File: src/rtl/tdr_latch_bank.sv
// tdr_latch_bank: multi-channel time-domain register.
// Each channel holds a set-once carry flag and the run-counter value at its
// first event after arming. A three-state controller (IDLE/RUN/DONE) arms the
// bank, closes the capture window on completion or timeout, and re-arms on
// start.
// Configuration macro: TDR_LATCH_BANK_EDGE_EN
//   defined   -> rising-edge event detection using a 1-cycle history register
//   undefined -> level-sensitive event detection, no history register built
module tdr_latch_bank #(
   parameter int N_CH    = 4,
   parameter int CNT_W   = 8,
   parameter int TIMEOUT = 255
) (
   input  logic                  clk,
   input  logic                  rstb,
   input  logic                  start,
   input  logic [N_CH-1:0]       ev,
   output logic [N_CH-1:0]       carry,
   output logic [N_CH-1:0]       carry_b,
   output logic [N_CH*CNT_W-1:0] stamp,
   output logic [CNT_W-1:0]      cnt,
   output logic                  busy,
   output logic                  done,
   output logic                  timeout,
   output logic [1:0]            state_dbg
);

   typedef enum logic [1:0] {
      ST_IDLE = 2'd0,
      ST_RUN  = 2'd1,
      ST_DONE = 2'd2
   } state_t;

   localparam logic [CNT_W-1:0] TIMEOUT_C = CNT_W'(TIMEOUT);
   localparam logic [CNT_W-1:0] CNT_MAX   = {CNT_W{1'b1}};

   state_t                  state_q, state_d;
   logic [N_CH-1:0]         carry_q, carry_d;
   logic [N_CH*CNT_W-1:0]   stamp_q, stamp_d;
   logic [CNT_W-1:0]        cnt_q, cnt_d;
   logic                    timeout_q, timeout_d;
   logic [N_CH-1:0]         hit;

`ifdef TDR_LATCH_BANK_EDGE_EN
   logic [N_CH-1:0]         ev_hist_q, ev_hist_d;

   // History of ev follows the input every cycle, in every state.
   always_comb begin
      ev_hist_d = ev;
   end

   // History register for rising-edge detection.
   always_ff @(posedge clk or negedge rstb) begin
      if (!rstb) ev_hist_q <= '0;
      else       ev_hist_q <= ev_hist_d;
   end

   // A hit is a low-to-high transition of the event input.
   always_comb begin
      hit = ev & ~ev_hist_q;
   end
`else
   // A hit is simply the event level.
   always_comb begin
      hit = ev;
   end
`endif

   // Controller next-state and per-channel capture logic.
   always_comb begin
      state_d   = state_q;
      carry_d   = carry_q;
      stamp_d   = stamp_q;
      cnt_d     = cnt_q;
      timeout_d = timeout_q;
      case (state_q)
         ST_IDLE, ST_DONE: begin
            // Arming clears the bank; events on the arming edge are dropped.
            if (start) begin
               carry_d   = '0;
               stamp_d   = '0;
               cnt_d     = '0;
               timeout_d = 1'b0;
               state_d   = ST_RUN;
            end
         end
         ST_RUN: begin
            for (int i = 0; i < N_CH; i++) begin
               if (hit[i] && !carry_q[i]) begin
                  carry_d[i]                = 1'b1;
                  stamp_d[i*CNT_W +: CNT_W] = cnt_q;
               end
            end
            // Saturate so the counter cannot wrap when TIMEOUT is all ones.
            cnt_d = (cnt_q == CNT_MAX) ? cnt_q : cnt_q + CNT_W'(1);
            // Completion wins over timeout on the same edge.
            if (&carry_d) begin
               state_d   = ST_DONE;
               timeout_d = 1'b0;
            end else if (cnt_q == TIMEOUT_C) begin
               state_d   = ST_DONE;
               timeout_d = 1'b1;
            end
         end
         default: begin
            state_d = ST_IDLE;
         end
      endcase
   end

   // State and datapath registers.
   always_ff @(posedge clk or negedge rstb) begin
      if (!rstb) begin
         state_q   <= ST_IDLE;
         carry_q   <= '0;
         stamp_q   <= '0;
         cnt_q     <= '0;
         timeout_q <= 1'b0;
      end else begin
         state_q   <= state_d;
         carry_q   <= carry_d;
         stamp_q   <= stamp_d;
         cnt_q     <= cnt_d;
         timeout_q <= timeout_d;
      end
   end

   // Outputs are direct decodes of the registered state.
   always_comb begin
      carry     = carry_q;
      carry_b   = ~carry_q;
      stamp     = stamp_q;
      cnt       = cnt_q;
      busy      = (state_q == ST_RUN);
      done      = (state_q == ST_DONE);
      timeout   = timeout_q;
      state_dbg = state_q;
   end

endmodule
File: config.mk
export PLATFORM = sky130hd
export DESIGN_NAME = tdr_latch_bank
export DESIGN_NICKNAME = d
export VERILOG_FILES = /design/src/rtl/tdr_latch_bank.sv
export SDC_FILE = /design/constraint.sdc
export NUM_CORES = 1
export LEC_CHECK = 0
export BUFFER_PORTS_ARGS = -buffer_cell sky130_fd_sc_hd__buf_2
export CORE_ASPECT_RATIO = 0.75
export CORE_MARGIN = 1
export CORE_UTILIZATION = 40
export CTS_CLUSTER_SIZE = 16
export DETAILED_ROUTE_END_ITERATION = 16
export PLACE_DENSITY = 0.67
export SLEW_MARGIN = 20
export SYNTH_ARGS = -nofsm -noshare
export SYNTH_HDL_FRONTEND = slang
export SYNTH_SLANG_ARGS = --single-unit
File: constraint.sdc
create_clock -name clk -period 1.5 [get_ports clk]
set_input_delay 0 -clock clk [delete_from_list [all_inputs] [get_ports clk]]
set_output_delay 0 -clock clk [all_outputs]
set_load 0.01 [all_outputs]
# Word level (Yosys, flattened, before mapping)

Cells that the tools add are included.

Register bits after elaboration: 47
Bits of input ports: 7
Logic and storage cells: 67

Bitwise gates (word level): 1
Eq/ne operators: 10
Add/subtract/negate cells: 1
Reductions and logical operators: 20
Mux-type cells: 27

Operators by type and width:

| kind                | number |
|---|---|
| $pmux 32 s2         | 1 |
| $mux 8              | 6 |
| $mux 32             | 1 |
| $reduce_and 3->1    | 6 |
| $pmux 8 s2          | 1 |
| $mux 1              | 11 |
| $add 8x1->8 const B | 1 |
| $eq 8x8->1 const B  | 1 |
| $ne 2x1->1 const B  | 4 |
| $pmux 4 s2          | 1 |
| $mux 2              | 3 |
| $logic_and 1x1->1   | 4 |
| $logic_not 1->1     | 4 |
| $mux 4              | 1 |
| $ne 2x2->1 const B  | 2 |
| $not 4->4           | 1 |
| $pmux 2 s2          | 1 |
| $reduce_and 2->1    | 2 |
| $reduce_and 4->1    | 1 |
| $ne 3x1->1 const B  | 1 |
| $eq 2x1->1 const B  | 1 |
| $eq 2x2->1 const B  | 1 |
| $logic_not 2->1     | 1 |
| $pmux 1 s2          | 1 |
| 2 further kinds     | 2 |

# Depth between registers and ports, before layout

Depth after elaboration: 7
Gate-level depth with buffers: 5
Gate-level depth less buffers: 4

# Least setup slack after synthesis

No wires, ideal clock.

Kind: reg2reg
Start point: register state_q[0] (netlist: state_dbg[0])
End point: register stamp_q[24] (netlist: stamp[24])
Library setup time: 0.125 ns
Clock period less this slack: 1.521 ns
Stages on the path, launching flop included: 5
Path buffers: 1
Arrival: 1.397 ns
Data required time: 1.375 ns
Slack: -0.021 ns
Cells stage by stage: dfrtp_1 > nor2b_1 > buf_6 > a31oi_4 > mux2_2

Longest elaborated chain between the ends: 4
Elaborated cells on any way between the ends: 9
Classes of those cells: eq/ne: 4; mux: 1; reduce/logical: 4

Ends and longest elaborated chain:

| what                                                             | RTL line | text |
|---|---|---|
| start: declaration                                               | 37       | `state_t state_q, state_d;` |
| start signal: assignment                                         | 120      | `state_q <= state_d;` |
| $eq 2x2->1 or $logic_not 2->1 (tied branches)                    | 76       | `case (state_q)` |
| $reduce_or 2->1                                                  | 76       |  |
| $ne 2x2->1 (no source line) or $reduce_bool 2->1 (tied branches) | -        |  |
| $reduce_and 3->1 (no source line)                                | -        |  |
| end signal: assignment                                           | 122      | `stamp_q <= stamp_d;` |
| end: declaration                                                 | 39       | `logic [N_CH*CNT_W-1:0] stamp_q, stamp_d;` |

Parallel ways exist; a longest one is shown, timed or not.
A chain may end at the register's enable or synchronous reset.

# Worst setup path after layout

Start point: register state_q[0] (netlist: state_dbg[0])
End point: register stamp_q[26] (netlist: stamp[26])

Same word-level chain as after synthesis.

==> flow_summary.yaml <==
setup_path:
  worstSetupEndpointType: "register"
  arrival_ps: 1660
  worst_ep_required_time_ps: 1690
  cp-start-kind: "register"
  crit_top_cell: "buf_12"
  cp-endpoint: "stamp[26]$_DFFE_PN0P_"
  crit_start: "state_dbg[0]$_DFFE_PN0P_"
  reg2reg_slack_ps: 30
  path_buf_inv: 2
  rr_endpoint: "stamp[26]$_DFFE_PN0P_"
  rr_startpoint: "state_dbg[0]$_DFFE_PN0P_"
  crit_chain: "nor2b_4 -> buf_12 -> a31oi_4 -> buf_12 -> mux2_2"
  crit_cells: 5
  crit_family: "flip-flops"
  cpMaxStageDelayCell: "dfrtp_2"
  critPathMaxFanout: 8
  criticalPathCategory: "reg2reg"
  max_stage_delay_ps: 420
  reg2reg_depth: 5
global_route:
  grt_use_met3_pct: 4.39
  top_usage_layer: "met2"
  grt_pass1_wl_um: 7980
  grt_use_met1_pct: 27.8
  grt_util_all_layers_pct: 19.0
  overflow: 0
  antenna_found_initial: 0
  grtUsageMet2_pct: 28.7
  grt_pass1_vias: 1520
  grt_start_max_net_pins: 33
power_and_ir_drop:
  irDropWorstVdd_mv: 1.15
  p_per_area_mw_per_mm2: 1790
  p_leak_nw: 1.47
timing:
  maxClockFrequency_mhz: 679
  grt_setup_unrepaired: "true"
  relSlewSlack_pct: 73.2
  worstMarginPinSlew_ps: 402
  slew_violations: 0
  finalClockSkew_ps: 6.08
  setup_viol: 0
  min_period_ps: 1470
  postLayoutSetupSlackWorst_ps: 28.1
  min_period_over_period_pct: 98.1
  hold_violations: 0
run:
  maxCapViolations: 0
synth:
  synth_ff_type: "dfrtp_1"
  synth_fa_ha_area_share_pct: 0.603
  synth_cells: 156
  synth_area_mm2: 0.00207
  ys_top_cells_by_area: "dfrtp_1 57%, mux2_2 17%, a31oi_4 4.1%"
  synth_edf_count: 0
  synth.avg_cell_area_um2: 13.3
  synth-simple-area-share_pct: 10.4
  synth_compound_area_share_pct: 9.89
  ys_seq_elements: 47
  synth_cell_types: 30
  async_flop_share_pct: 100
  synth_top_area_share_pct: 56.7
  synth.top_cells.by_count: "47 x dfrtp_1, 31 x mux2_2, 8 x inv_1, 7 x a21oi_1, 7 x and2_1"
  ys_warn_count: 0
  synth_xor_area_share_pct: 0
  ys_seq_area_share_pct: 56.7
  synthMuxAreaShare_pct: 19.3
  synth.most_common_cell: "dfrtp_1"
  syn-num-nets: 164
  yosysTopAreaCell: "dfrtp_1"
  synth_top_family_by_area: "multiplexers"
finish:
  nNetsFinal: 245
  final_cell_count_no_fill: 298
  layout-drive-gt1-share_pct: 50.4
  finalInstanceArea_mm2: 0.00275
  synthToLayoutAreaGrowth_pct: 32.6
  n_antenna_cell: 0
floorplan:
  coreArea_mm2: 0.00493
  die_h_um: 64.4
  ios: 60
  die_w_um: 85.2
  start_util_pct: 42.1
  core.rowCount: 22
  die_area_mm2: 0.00548
drt:
  ant_nets: 0
  drc: 0
  drt-total-wl_um: 4770
  vias: 1527
  avgViaCountPerCell: 5.12
  first_pass_iters: 4
  wl_per_cell_um: 16.0
  drtIter0Drc: 73
run_status:
  status: "finished clean"
clocking:
  clk_latency_ps: 300
  clk_pin_slew_ps: 80
  cts_tree: "done"
  htree_levels: 2
  root_buffer: "clkbuf_8"
  cts.sinks: 47
  clockBufferDepth: 2
  cts_made_buffers: 5
place:
  place_hpwl_um: 3440
  numPortBuffers: 59
  place_inst: 283
  dpl_cell_area_mm2: 0.00256
  gp_congestion: 0.776
  pre_cts_slack_ps: -145
worst_hold_path:
  hold_class: "in2reg"
==> power by group <==
part / total [mW] / switching (mW) / internal (mW)
combinational: 2.41 / 1.20 / 1.21
sequential: 1.78 / 0.221 / 1.56
clock: 0.744 / 0.418 / 0.326
total: 4.93 / 1.84 / 3.10
==> worst min-delay path: stages <==
cell     delay [ps]
buf_2           130
a21oi_1          70
nor2_1           80
==> layout by cell type, fill, tap and decap left out, drive strengths merged, types with 5 or more instances in the layout <==
cell type,Yosys,final
buf,3,74
nand2,6,6
a31oi,5,5
and2,7,7
clkbuf,0,6
a21oi,7,7
nor2,5,5
dfrtp,47,47
mux2,32,32
o21ai,5,5
inv,8,8
==> registers in the layout, summed over array words and instances, names as in the netlist <==
signal,flops
stamp,32
cnt,8
carry,4
state_dbg,2
timeout,1
==> layout make-up <==
type / count / area, um^2
well taps: 60 / 75.1
fillers: 426 / 2180
inverters: 8 / 30.0
multi-input cells: 98 / 853
flip-flops and latches: 47 / 1180
clock inverters: 2 / 12.5
clock buffers: 6 / 72.6
repair buffers: 77 / 529
==> repair_timing <==
item,in CTS,in global routing
hold endpoints to repair,49,0
setup buffers,2,2
endpoints found under the setup margin,35,28
gates resized for setup,2,3
hold buffers,3,0
==> routing by layer <==
layer  share of wire, %  wire (um)
met4               0.88         42
met5                  0          0
met3                5.5        264
met1                 49       2350
met2                 44       2110
==> logic make-up (layout without fill, tap and decap cells) <==
family | after synthesis | in the layout
multiplexers | 36 | 36
adder cells (fa/ha/maj) | 1 | 1
buffers and inverters | 11 | 93
flip-flops | 47 | 47
AO/OA/AOI/OAI | 24 | 24
AND/OR/NAND/NOR | 37 | 37
==> per-stage QoR <==
step	util [%]	setup TNS, ps	hold WS (ps)	total power [mW]
final	55.8	0	15.0	4.93
after global routing	55.8	-72.8	31.0	5.22
after CTS	55.0	0	3.53	4.83
after detailed placement	52.0	-3500	-48.3	3.97
after global placement	52.0	-1790	-52.8	3.95
after floorplan	-	0	-296	3.05
==> worst min path at each step <==
stage                      from                   end  slack (ps)  cells past startpoint
after global placement     rstb  stamp[8]$_DFFE_PN0P_         -50                      1
final                     ev[1]  carry[1]$_DFFE_PN0P_          10                      3
after global routing      ev[1]  carry[1]$_DFFE_PN0P_          30                      3
after detailed placement   rstb  stamp[1]$_DFFE_PN0P_         -50                      1
after floorplan            rstb  carry[0]$_DFFE_PN0P_        -300                      0
after CTS                 ev[2]  carry[2]$_DFFE_PN0P_           4                      3
(Power assumes the default switching activity.)
